[src/rtl/bounding_box_tile_traverser_pkg.sv]
`default_nettype none
// +----------------------------------------------------------------------------+
// | Module      : bbt_pkg                                                      |
// | Description : Shared types and defaults for the bounding-box tile walker.  |
// | Revision    : 1.0 - initial release                                        |
// +----------------------------------------------------------------------------+
package bbt_pkg;

    localparam int c_coord_width = 16;
    localparam int c_tile_w_log2 = 2;
    localparam int c_tile_h_log2 = 2;
    localparam int c_tile_w      = 1 << c_tile_w_log2;
    localparam int c_tile_h      = 1 << c_tile_h_log2;

    typedef logic [c_coord_width-1:0] coord_t;

    typedef enum logic [1:0] {
        IDLE  = 2'd0,
        SETUP = 2'd1,
        EMIT  = 2'd2,
        DONE  = 2'd3
    } state_e;

endpackage
`default_nettype wire

[src/rtl/bounding_box_tile_traverser_if.sv]
`default_nettype none
// +----------------------------------------------------------------------------+
// | Module      : bounding_box_tile_traverser_if                               |
// | Description : Command, pixel stream and status bundle of the tile walker.  |
// | Revision    : 1.0 - initial release                                        |
// +----------------------------------------------------------------------------+
interface bounding_box_tile_traverser_if
    import bbt_pkg::*;
#(
    parameter int COORD_WIDTH = c_coord_width
) ();

    logic                   en;
    logic                   cmd_valid;
    logic                   cmd_ready;
    logic [COORD_WIDTH-1:0] bb_l;
    logic [COORD_WIDTH-1:0] bb_r;
    logic [COORD_WIDTH-1:0] bb_t;
    logic [COORD_WIDTH-1:0] bb_b;
    logic                   abort;
    logic                   pix_valid;
    logic                   pix_ready;
    logic [COORD_WIDTH-1:0] pix_x;
    logic [COORD_WIDTH-1:0] pix_y;
    logic                   pix_tile_first;
    logic                   pix_tile_last;
    logic                   pix_last;
    logic                   busy;
    logic                   done;

    modport master (
        output en, cmd_valid, bb_l, bb_r, bb_t, bb_b, abort, pix_ready,
        input  cmd_ready, pix_valid, pix_x, pix_y, pix_tile_first,
               pix_tile_last, pix_last, busy, done
    );

    modport slave (
        input  en, cmd_valid, bb_l, bb_r, bb_t, bb_b, abort, pix_ready,
        output cmd_ready, pix_valid, pix_x, pix_y, pix_tile_first,
               pix_tile_last, pix_last, busy, done
    );

endinterface
`default_nettype wire

[src/rtl/bounding_box_tile_traverser_tile_window_calc.sv]
`default_nettype none
// +----------------------------------------------------------------------------+
// | Module      : tile_window_calc                                             |
// | Description : Intersects one tile with the clipped box; flags final tile.  |
// | Revision    : 1.0 - initial release                                        |
// +----------------------------------------------------------------------------+
module tile_window_calc
    import bbt_pkg::*;
#(
    parameter int COORD_WIDTH = c_coord_width,
    parameter int TILE_W_LOG2 = c_tile_w_log2,
    parameter int TILE_H_LOG2 = c_tile_h_log2
) (
    input  wire logic [COORD_WIDTH-1:0] i_tx,
    input  wire logic [COORD_WIDTH-1:0] i_ty,
    input  wire logic [COORD_WIDTH-1:0] i_l,
    input  wire logic [COORD_WIDTH-1:0] i_r,
    input  wire logic [COORD_WIDTH-1:0] i_t,
    input  wire logic [COORD_WIDTH-1:0] i_b,
    output logic      [COORD_WIDTH-1:0] o_xs,
    output logic      [COORD_WIDTH-1:0] o_xe,
    output logic      [COORD_WIDTH-1:0] o_ys,
    output logic      [COORD_WIDTH-1:0] o_ye,
    output logic                        o_last_col,
    output logic                        o_final_tile
);

    localparam logic [COORD_WIDTH:0] c_tw_ext = (COORD_WIDTH+1)'(1 << TILE_W_LOG2);
    localparam logic [COORD_WIDTH:0] c_th_ext = (COORD_WIDTH+1)'(1 << TILE_H_LOG2);

    // Tile ends carry one extra bit so a cursor near the top of the range cannot wrap.
    logic [COORD_WIDTH:0] w_tx_end;
    logic [COORD_WIDTH:0] w_ty_end;
    logic                 w_last_row;

    assign w_tx_end = {1'b0, i_tx} + c_tw_ext;
    assign w_ty_end = {1'b0, i_ty} + c_th_ext;

    assign o_xs = (i_tx > i_l) ? i_tx : i_l;
    assign o_ys = (i_ty > i_t) ? i_ty : i_t;
    assign o_xe = (w_tx_end < {1'b0, i_r}) ? w_tx_end[COORD_WIDTH-1:0] : i_r;
    assign o_ye = (w_ty_end < {1'b0, i_b}) ? w_ty_end[COORD_WIDTH-1:0] : i_b;

    assign o_last_col   = (w_tx_end >= {1'b0, i_r});
    assign w_last_row   = (w_ty_end >= {1'b0, i_b});
    assign o_final_tile = o_last_col && w_last_row;

endmodule
`default_nettype wire

[src/rtl/bounding_box_tile_traverser.sv]
`default_nettype none
// +----------------------------------------------------------------------------+
// | Module      : bounding_box_tile_traverser                                  |
// | Description : Clips a bounding box and streams its pixels in tile order.   |
// | Revision    : 1.0 - initial release                                        |
// +----------------------------------------------------------------------------+
module bounding_box_tile_traverser
    import bbt_pkg::*;
#(
    parameter int COORD_WIDTH = c_coord_width,
    parameter int TILE_W_LOG2 = c_tile_w_log2,
    parameter int TILE_H_LOG2 = c_tile_h_log2,
    parameter int SCREEN_W    = 640,
    parameter int SCREEN_H    = 480
) (
    input  wire logic                   clk,
    input  wire logic                   reset,
    bounding_box_tile_traverser_if.slave bus
);

    localparam logic [COORD_WIDTH-1:0] c_tw       = COORD_WIDTH'(1 << TILE_W_LOG2);
    localparam logic [COORD_WIDTH-1:0] c_th       = COORD_WIDTH'(1 << TILE_H_LOG2);
    localparam logic [COORD_WIDTH-1:0] c_screen_w = COORD_WIDTH'(SCREEN_W);
    localparam logic [COORD_WIDTH-1:0] c_screen_h = COORD_WIDTH'(SCREEN_H);

    state_e r_state;
    state_e w_state_next;

    logic [COORD_WIDTH-1:0] r_bb_l, r_bb_r, r_bb_t, r_bb_b;
    logic [COORD_WIDTH-1:0] r_tx, r_ty;
    logic [COORD_WIDTH-1:0] r_xs, r_xe, r_ys, r_ye;
    logic [COORD_WIDTH-1:0] r_x, r_y;
    logic                   r_last_col;
    logic                   r_final;

    logic [COORD_WIDTH-1:0] w_clip_l, w_clip_r, w_clip_t, w_clip_b;
    logic [COORD_WIDTH-1:0] w_first_tx, w_first_ty;
    logic [COORD_WIDTH-1:0] w_ntx, w_nty;
    logic [COORD_WIDTH-1:0] w_xs, w_xe, w_ys, w_ye;
    logic                   w_last_col, w_final;
    logic                   w_empty;
    logic                   w_emit, w_hs;
    logic [COORD_WIDTH:0]   w_x_inc, w_y_inc;
    logic                   w_x_at_end, w_y_at_end;
    logic                   w_tile_first, w_tile_last, w_pix_last;

    assign w_clip_l = (r_bb_l < c_screen_w) ? r_bb_l : c_screen_w;
    assign w_clip_r = (r_bb_r < c_screen_w) ? r_bb_r : c_screen_w;
    assign w_clip_t = (r_bb_t < c_screen_h) ? r_bb_t : c_screen_h;
    assign w_clip_b = (r_bb_b < c_screen_h) ? r_bb_b : c_screen_h;
    assign w_empty  = (w_clip_l >= w_clip_r) || (w_clip_t >= w_clip_b);

    assign w_first_tx = w_clip_l & ~(c_tw - 1'b1);
    assign w_first_ty = w_clip_t & ~(c_th - 1'b1);

    assign w_emit       = (r_state == EMIT);
    assign w_hs         = bus.en && w_emit && bus.pix_ready;
    assign w_x_inc      = {1'b0, r_x} + 1'b1;
    assign w_y_inc      = {1'b0, r_y} + 1'b1;
    assign w_x_at_end   = (w_x_inc == {1'b0, r_xe});
    assign w_y_at_end   = (w_y_inc == {1'b0, r_ye});
    assign w_tile_first = (r_x == r_xs) && (r_y == r_ys);
    assign w_tile_last  = w_x_at_end && w_y_at_end;
    assign w_pix_last   = w_tile_last && r_final;

    // The window unit always looks at the tile the cursor will move to next,
    // so a tile change lands in the same cycle as the handshake.
    always_comb begin
        w_ntx = w_tx_next_col_or_first();
        w_nty = r_ty;
        if (r_state == SETUP) begin
            w_ntx = w_first_tx;
            w_nty = w_first_ty;
        end else if (r_last_col) begin
            w_nty = r_ty + c_th;
        end
    end

    function automatic logic [COORD_WIDTH-1:0] w_tx_next_col_or_first();
        return r_last_col ? w_first_tx : (r_tx + c_tw);
    endfunction

    tile_window_calc #(
        .COORD_WIDTH (COORD_WIDTH),
        .TILE_W_LOG2 (TILE_W_LOG2),
        .TILE_H_LOG2 (TILE_H_LOG2)
    ) u_tile_window_calc (
        .i_tx         (w_ntx),
        .i_ty         (w_nty),
        .i_l          (w_clip_l),
        .i_r          (w_clip_r),
        .i_t          (w_clip_t),
        .i_b          (w_clip_b),
        .o_xs         (w_xs),
        .o_xe         (w_xe),
        .o_ys         (w_ys),
        .o_ye         (w_ye),
        .o_last_col   (w_last_col),
        .o_final_tile (w_final)
    );

    always_ff @(posedge clk or posedge reset) begin
        if (reset) begin
            r_state <= IDLE;
        end else begin
            r_state <= w_state_next;
        end
    end

    always_comb begin
        w_state_next = r_state;
        if (bus.en) begin
            if (bus.abort && (r_state != IDLE)) begin
                w_state_next = IDLE;
            end else begin
                case (r_state)
                    IDLE:    if (bus.cmd_valid) w_state_next = SETUP;
                    SETUP:   w_state_next = w_empty ? DONE : EMIT;
                    EMIT:    if (bus.pix_ready && w_pix_last) w_state_next = DONE;
                    DONE:    w_state_next = IDLE;
                    default: w_state_next = IDLE;
                endcase
            end
        end
    end

    always_ff @(posedge clk or posedge reset) begin
        if (reset) begin
            r_bb_l     <= '0;
            r_bb_r     <= '0;
            r_bb_t     <= '0;
            r_bb_b     <= '0;
            r_tx       <= '0;
            r_ty       <= '0;
            r_xs       <= '0;
            r_xe       <= '0;
            r_ys       <= '0;
            r_ye       <= '0;
            r_x        <= '0;
            r_y        <= '0;
            r_last_col <= 1'b0;
            r_final    <= 1'b0;
        end else if (bus.en) begin
            if ((r_state == IDLE) && bus.cmd_valid) begin
                r_bb_l <= bus.bb_l;
                r_bb_r <= bus.bb_r;
                r_bb_t <= bus.bb_t;
                r_bb_b <= bus.bb_b;
            end
            if (((r_state == SETUP) && !w_empty) || (w_hs && w_tile_last && !r_final)) begin
                r_tx       <= w_ntx;
                r_ty       <= w_nty;
                r_xs       <= w_xs;
                r_xe       <= w_xe;
                r_ys       <= w_ys;
                r_ye       <= w_ye;
                r_last_col <= w_last_col;
                r_final    <= w_final;
                r_x        <= w_xs;
                r_y        <= w_ys;
            end else if (w_hs && !w_pix_last) begin
                if (!w_x_at_end) begin
                    r_x <= w_x_inc[COORD_WIDTH-1:0];
                end else begin
                    r_x <= r_xs;
                    r_y <= w_y_inc[COORD_WIDTH-1:0];
                end
            end
        end
    end

    assign bus.cmd_ready      = bus.en && (r_state == IDLE);
    assign bus.pix_valid      = bus.en && w_emit;
    assign bus.pix_x          = r_x;
    assign bus.pix_y          = r_y;
    assign bus.pix_tile_first = w_emit && w_tile_first;
    assign bus.pix_tile_last  = w_emit && w_tile_last;
    assign bus.pix_last       = w_emit && w_pix_last;
    assign bus.busy           = (r_state != IDLE);
    assign bus.done           = (r_state == DONE);

endmodule
`default_nettype wire

[src/flat_wrapper.sv]
// flat-port wrapper written by rule: the top's interface ports become plain ports
module bounding_box_tile_traverser_flat import bbt_pkg::*;
#(
    parameter int COORD_WIDTH = c_coord_width,
    parameter int TILE_W_LOG2 = c_tile_w_log2,
    parameter int TILE_H_LOG2 = c_tile_h_log2,
    parameter int SCREEN_W    = 640,
    parameter int SCREEN_H    = 480
)
  (clk, reset, bus_en, bus_cmd_valid, bus_bb_l, bus_bb_r, bus_bb_t, bus_bb_b, bus_abort, bus_pix_ready, bus_cmd_ready, bus_pix_valid, bus_pix_x, bus_pix_y, bus_pix_tile_first, bus_pix_tile_last, bus_pix_last, bus_busy, bus_done);
  bounding_box_tile_traverser_if #(.COORD_WIDTH(COORD_WIDTH)) bus_i ();
  input  wire logic clk;
  input  wire logic reset;
  input wire logic [$bits(bus_i.en)-1:0] bus_en;
  input wire logic [$bits(bus_i.cmd_valid)-1:0] bus_cmd_valid;
  input wire logic [$bits(bus_i.bb_l)-1:0] bus_bb_l;
  input wire logic [$bits(bus_i.bb_r)-1:0] bus_bb_r;
  input wire logic [$bits(bus_i.bb_t)-1:0] bus_bb_t;
  input wire logic [$bits(bus_i.bb_b)-1:0] bus_bb_b;
  input wire logic [$bits(bus_i.abort)-1:0] bus_abort;
  input wire logic [$bits(bus_i.pix_ready)-1:0] bus_pix_ready;
  output wire logic [$bits(bus_i.cmd_ready)-1:0] bus_cmd_ready;
  output wire logic [$bits(bus_i.pix_valid)-1:0] bus_pix_valid;
  output wire logic [$bits(bus_i.pix_x)-1:0] bus_pix_x;
  output wire logic [$bits(bus_i.pix_y)-1:0] bus_pix_y;
  output wire logic [$bits(bus_i.pix_tile_first)-1:0] bus_pix_tile_first;
  output wire logic [$bits(bus_i.pix_tile_last)-1:0] bus_pix_tile_last;
  output wire logic [$bits(bus_i.pix_last)-1:0] bus_pix_last;
  output wire logic [$bits(bus_i.busy)-1:0] bus_busy;
  output wire logic [$bits(bus_i.done)-1:0] bus_done;
  assign bus_i.en = bus_en;
  assign bus_i.cmd_valid = bus_cmd_valid;
  assign bus_i.bb_l = bus_bb_l;
  assign bus_i.bb_r = bus_bb_r;
  assign bus_i.bb_t = bus_bb_t;
  assign bus_i.bb_b = bus_bb_b;
  assign bus_i.abort = bus_abort;
  assign bus_i.pix_ready = bus_pix_ready;
  assign bus_cmd_ready = bus_i.cmd_ready;
  assign bus_pix_valid = bus_i.pix_valid;
  assign bus_pix_x = bus_i.pix_x;
  assign bus_pix_y = bus_i.pix_y;
  assign bus_pix_tile_first = bus_i.pix_tile_first;
  assign bus_pix_tile_last = bus_i.pix_tile_last;
  assign bus_pix_last = bus_i.pix_last;
  assign bus_busy = bus_i.busy;
  assign bus_done = bus_i.done;
  bounding_box_tile_traverser #(.COORD_WIDTH(COORD_WIDTH), .TILE_W_LOG2(TILE_W_LOG2), .TILE_H_LOG2(TILE_H_LOG2), .SCREEN_W(SCREEN_W), .SCREEN_H(SCREEN_H)) u_core (.clk(clk), .reset(reset), .bus(bus_i));
endmodule
[config.mk]
export PLATFORM = sky130hd
export DESIGN_NAME = bounding_box_tile_traverser_flat
export DESIGN_NICKNAME = d
export VERILOG_FILES = /design/src/rtl/bounding_box_tile_traverser_pkg.sv /design/src/rtl/bounding_box_tile_traverser_if.sv /design/src/rtl/bounding_box_tile_traverser_tile_window_calc.sv /design/src/rtl/bounding_box_tile_traverser.sv /design/src/flat_wrapper.sv
export SDC_FILE = /design/constraint.sdc
export NUM_CORES = 1
export LEC_CHECK = 0
export CAP_MARGIN = 25
export CORE_ASPECT_RATIO = 0.75
export CORE_MARGIN = 3
export CORE_UTILIZATION = 30
export CTS_CLUSTER_SIZE = 30
export DETAILED_ROUTE_END_ITERATION = 8
export SLEW_MARGIN = 20
export SYNTH_ARGS = -nofsm -noshare
export SYNTH_HDL_FRONTEND = slang
export SYNTH_SLANG_ARGS = --single-unit
[constraint.sdc]
create_clock -name clk -period 7.1 [get_ports clk]
set_input_delay 0.71 -clock clk [delete_from_list [all_inputs] [get_ports clk]]
set_output_delay 0.71 -clock clk [all_outputs]
set_load 0.01 [all_outputs]
==> results.md <==
- Outcome: complete, no violations
- Number of synthesized flops with an enable pin: 0
- Synthesized area per cell: 9.25 um^2
- Max Cap Viol: 0
- Worst Hold Class: reg2reg
- Area occupied by registers: 0.00490 mm^2
- Setup TNS: 0 ns
- Fin util: 35.9%
- Residual DRC: 0
- Num rows: 68
- CTS max path bufs: 2
- Leakage: 7.13 nW
- Max VDD drop: 192 uV
- Chip height: 195 um
- Drt via density: 5.28
- Slowest cell on crit path: a41oi_2
- CP Capture Type: register
- Nets: 1831
- CP Class: reg2reg
- CTS Buf Count: 17
- Share of layout cells above drive strength 1: 11.2%
- Power Dens Cells: 337 mW/mm^2
- Placed cell count: 2264
- Mapped Area: 0.0143 mm^2
- Crit-path max cell delay: between 0.8 and 0.9 ns
- H-tree depth: 4
- Asr flop ratio synth: 100%
- #FFs+latches synth: 196
- P&R area growth vs syn: 17.0%
- Final count of pins violating max slew: 0
- CTS tree: built
- Startpoint Class: register
- Worst clock skew: 0.0151 ns
- Final setup fails: 0
- Post-Synthesis Cells: 1545
- Worst Path Required: ~7.5 ns
- CTS Hold Bufs: 0
- Initial antenna violation count: 0
- Worst-Skew Late Latency: 0.46 ns
- Gpl congestion: 0.939
- Period utilization: 78.6%
- Fillers: 4770
- Average wire per standard cell: 19.2 um
- GR Util All Layers: 17.5%
- Worst Hold Slack: 0.495 ns
- Sequential share of the synthesized area: between 30% and 40%
- Area after DPL: 0.0161 mm^2
- Die ar.: 0.0503 mm^2
- CP cell instances: inv_1 -> ha_1 -> nor2_1 -> buf_4 -> o21ai_0 -> ha_1 -> nand3_1 -> nor2b_1 -> nand2_1 -> xnor2_1 -> ha_1 -> a21o_1 -> a21o_1 -> a21oi_1 -> o21ai_0 -> a221o_1 -> a41oi_2 -> mux2_2 -> o21ai_1
- Non-Filler Instances: 2299
- Main synth FF type: dfrtp_1
- Fin. Hold Viols: 0
- Clk root buf: clkbuf_16
- Slew headroom: 31.1%
- Netlist cell types: ~90
- Measured slew at the worst slew-check pin: 1.03 ns
- Clock Pin Slew Worst Setup and Hold Paths: roughly 0.080 ns
- Remaining antenna violation count: 0
- DP HPWL: roughly 34000 um
- Crit path top cell by count: ha_1
- Yosys warning count: 0
- Drt first-iter violations: 992
- Post-CTS sizing: 0
- Clock sinks: 196
- Core ar.: 0.0465 mm^2
- Vias: 12.1k
- TritonRoute pass-1 iters: 7
- I/O Pins: ~110
- Fin area: 0.0167 mm^2
- Largest net degree at the start of global routing: 131
- Vias in the first global route: 11.6k
- Port bufs: approximately 110
- Final min period: 5.58 ns
- Max Fanout on Critical Path: 22
- CP arrival: about 6 ns
- Die W: 258 um
- Multi-input logic area: 0.00894 mm^2
- Starting Density: 30.7%
- Grt total ovfl: 0
- Bufs and invs on worst path: 2
- Crit path max-delay family: compound AO/OA/AOI/OAI gates
- Setup bufs post-CTS: 0
- RSZ-0062 raised after global routing: false
- First-pass GRT wire length: 68900 um
- Max Fclk: 179 MHz
- Routed WL: 44100 um
[cell type report]
type,instances,share of cell area (%)
Clock inverter,13,0.793
Multi-Input combinational cell,1244,53.5
Timing Repair Buffer,124,7.35
Antenna cell,1,0.0150
Inverter,72,1.66
Tap cell,630,4.71
Sequential cell,196,29.3
Clock buffer,19,2.65
[per-layer routing]
metal | vias to the layer above | wire length (um) | track usage (%)
met5 | - | 0 | 0
li1 | 5762 | - | -
met4 | 0 | 497 | 3.21
met1 | 5949 | 22700 | 28.1
met3 | 35 | 3360 | 4.01
met2 | 385 | 17500 | 23.5
[stage by stage]
step           total power [mW]  setup WS [ns]
2_1_floorplan              3.75           1.05
3_3_place_gp               4.57           1.76
3_5_place_dp               4.63           1.65
4_1_cts                    5.64           1.55
5_1_grt                    6.05           1.07
6_report                   5.64           1.52
[layout by cell type, fill, tap and decap left out, types with 6 or more instances in the layout]
master / count
nor3_1: 29
a21o_1: 28
mux2_2: 88
clkbuf_16: 17
and3_1: 23
dfrtp_1: 196
nor3b_1: 6
conb_1: 52
ha_1: 106
clkdlybuf4s50_1: 108
buf_4: 14
o21a_1: 7
inv_1: 71
and4_1: 6
nor2b_1: 13
and2_1: 17
nand3_1: 52
mux2_4: 10
o31ai_1: 10
a31o_2: 7
a211oi_1: 13
o211ai_1: 12
xor2_1: 35
or2_2: 11
o22ai_1: 7
a21oi_1: 51
mux2i_1: 32
nand2b_1: 12
a31oi_1: 21
nor4_1: 24
nand2_1: 156
xnor2_1: 88
or4_1: 7
o21ai_0: 44
o21ai_1: 41
inv_6: 7
or3_1: 17
nor2_1: 77
nand4_1: 42
[logic make-up after synthesis]
| logic type | count (synthesis) | synth area share (%) |
|---|---|---|
| AOI/OAI and AO/OA | 303 | 14.1 |
| xor gates and xnor gates | 127 | 8.18 |
| adders and majority gates | 106 | 9.28 |
| buffers and inverters | 155 | 4.63 |
| DFF | 196 | 34.3 |
| muxes | 130 | 10.2 |
| other | 2 | 0.0526 |
| and+or+nand+nor | 526 | 19.1 |
[flip-flops by register name (all words and copies together) (netlist names)]
register / count
u_core.bus.pix_x: 16
u_core.bus.pix_y: 16
u_core.r_bb_b: 16
u_core.r_bb_l: 16
u_core.r_bb_r: 16
u_core.r_bb_t: 16
u_core.r_final: 1
u_core.r_last_col: 1
u_core.r_state: 2
u_core.r_tx: 16
u_core.r_ty: 16
u_core.r_xe: 16
u_core.r_xs: 16
u_core.r_ye: 16
u_core.r_ys: 16
[report_power, final]
part	switching [mW]	total, mW	internal [mW]
Sequential	0.537	2.04	1.51
Combinational	1.37	2.60	1.23
Clock	0.485	0.991	0.506
Total	2.39	5.64	3.24
[final timing paths]
kind                                   start          endpoint  slack, ns  depth (start not counted)
max in group asynchronous              reset    u_core.r_ys[3]       4.78                          4
hold reg to reg               u_core.r_ty[0]    u_core.r_ty[0]       0.49                          1
setup / recovery           u_core.r_state[1]    u_core.r_xe[0]       1.52                         19
hold / removal                u_core.r_ty[0]    u_core.r_ty[0]       0.49                          1
setup reg to reg           u_core.r_state[1]    u_core.r_xe[0]       1.52                         19
min in group asynchronous              reset  u_core.r_bb_t[3]       0.63                          2
[synthesized netlist by cell type, drive strengths merged, types with 30 or more instances]
cell	instances	area [um^2]
xor2	35	307
a21oi	52	264
dfrtp	196	4900
nor2	79	302
ha	106	1330
o21ai	86	434
xnor2	88	771
inv	72	270
nand3	53	270
clkbuf	41	155
nand4	42	263
buf	42	236
mux2i	32	320
mux2	98	1140
nand2	157	589
nor3	30	155
Note: power is estimated with default switching activity, not from simulation.
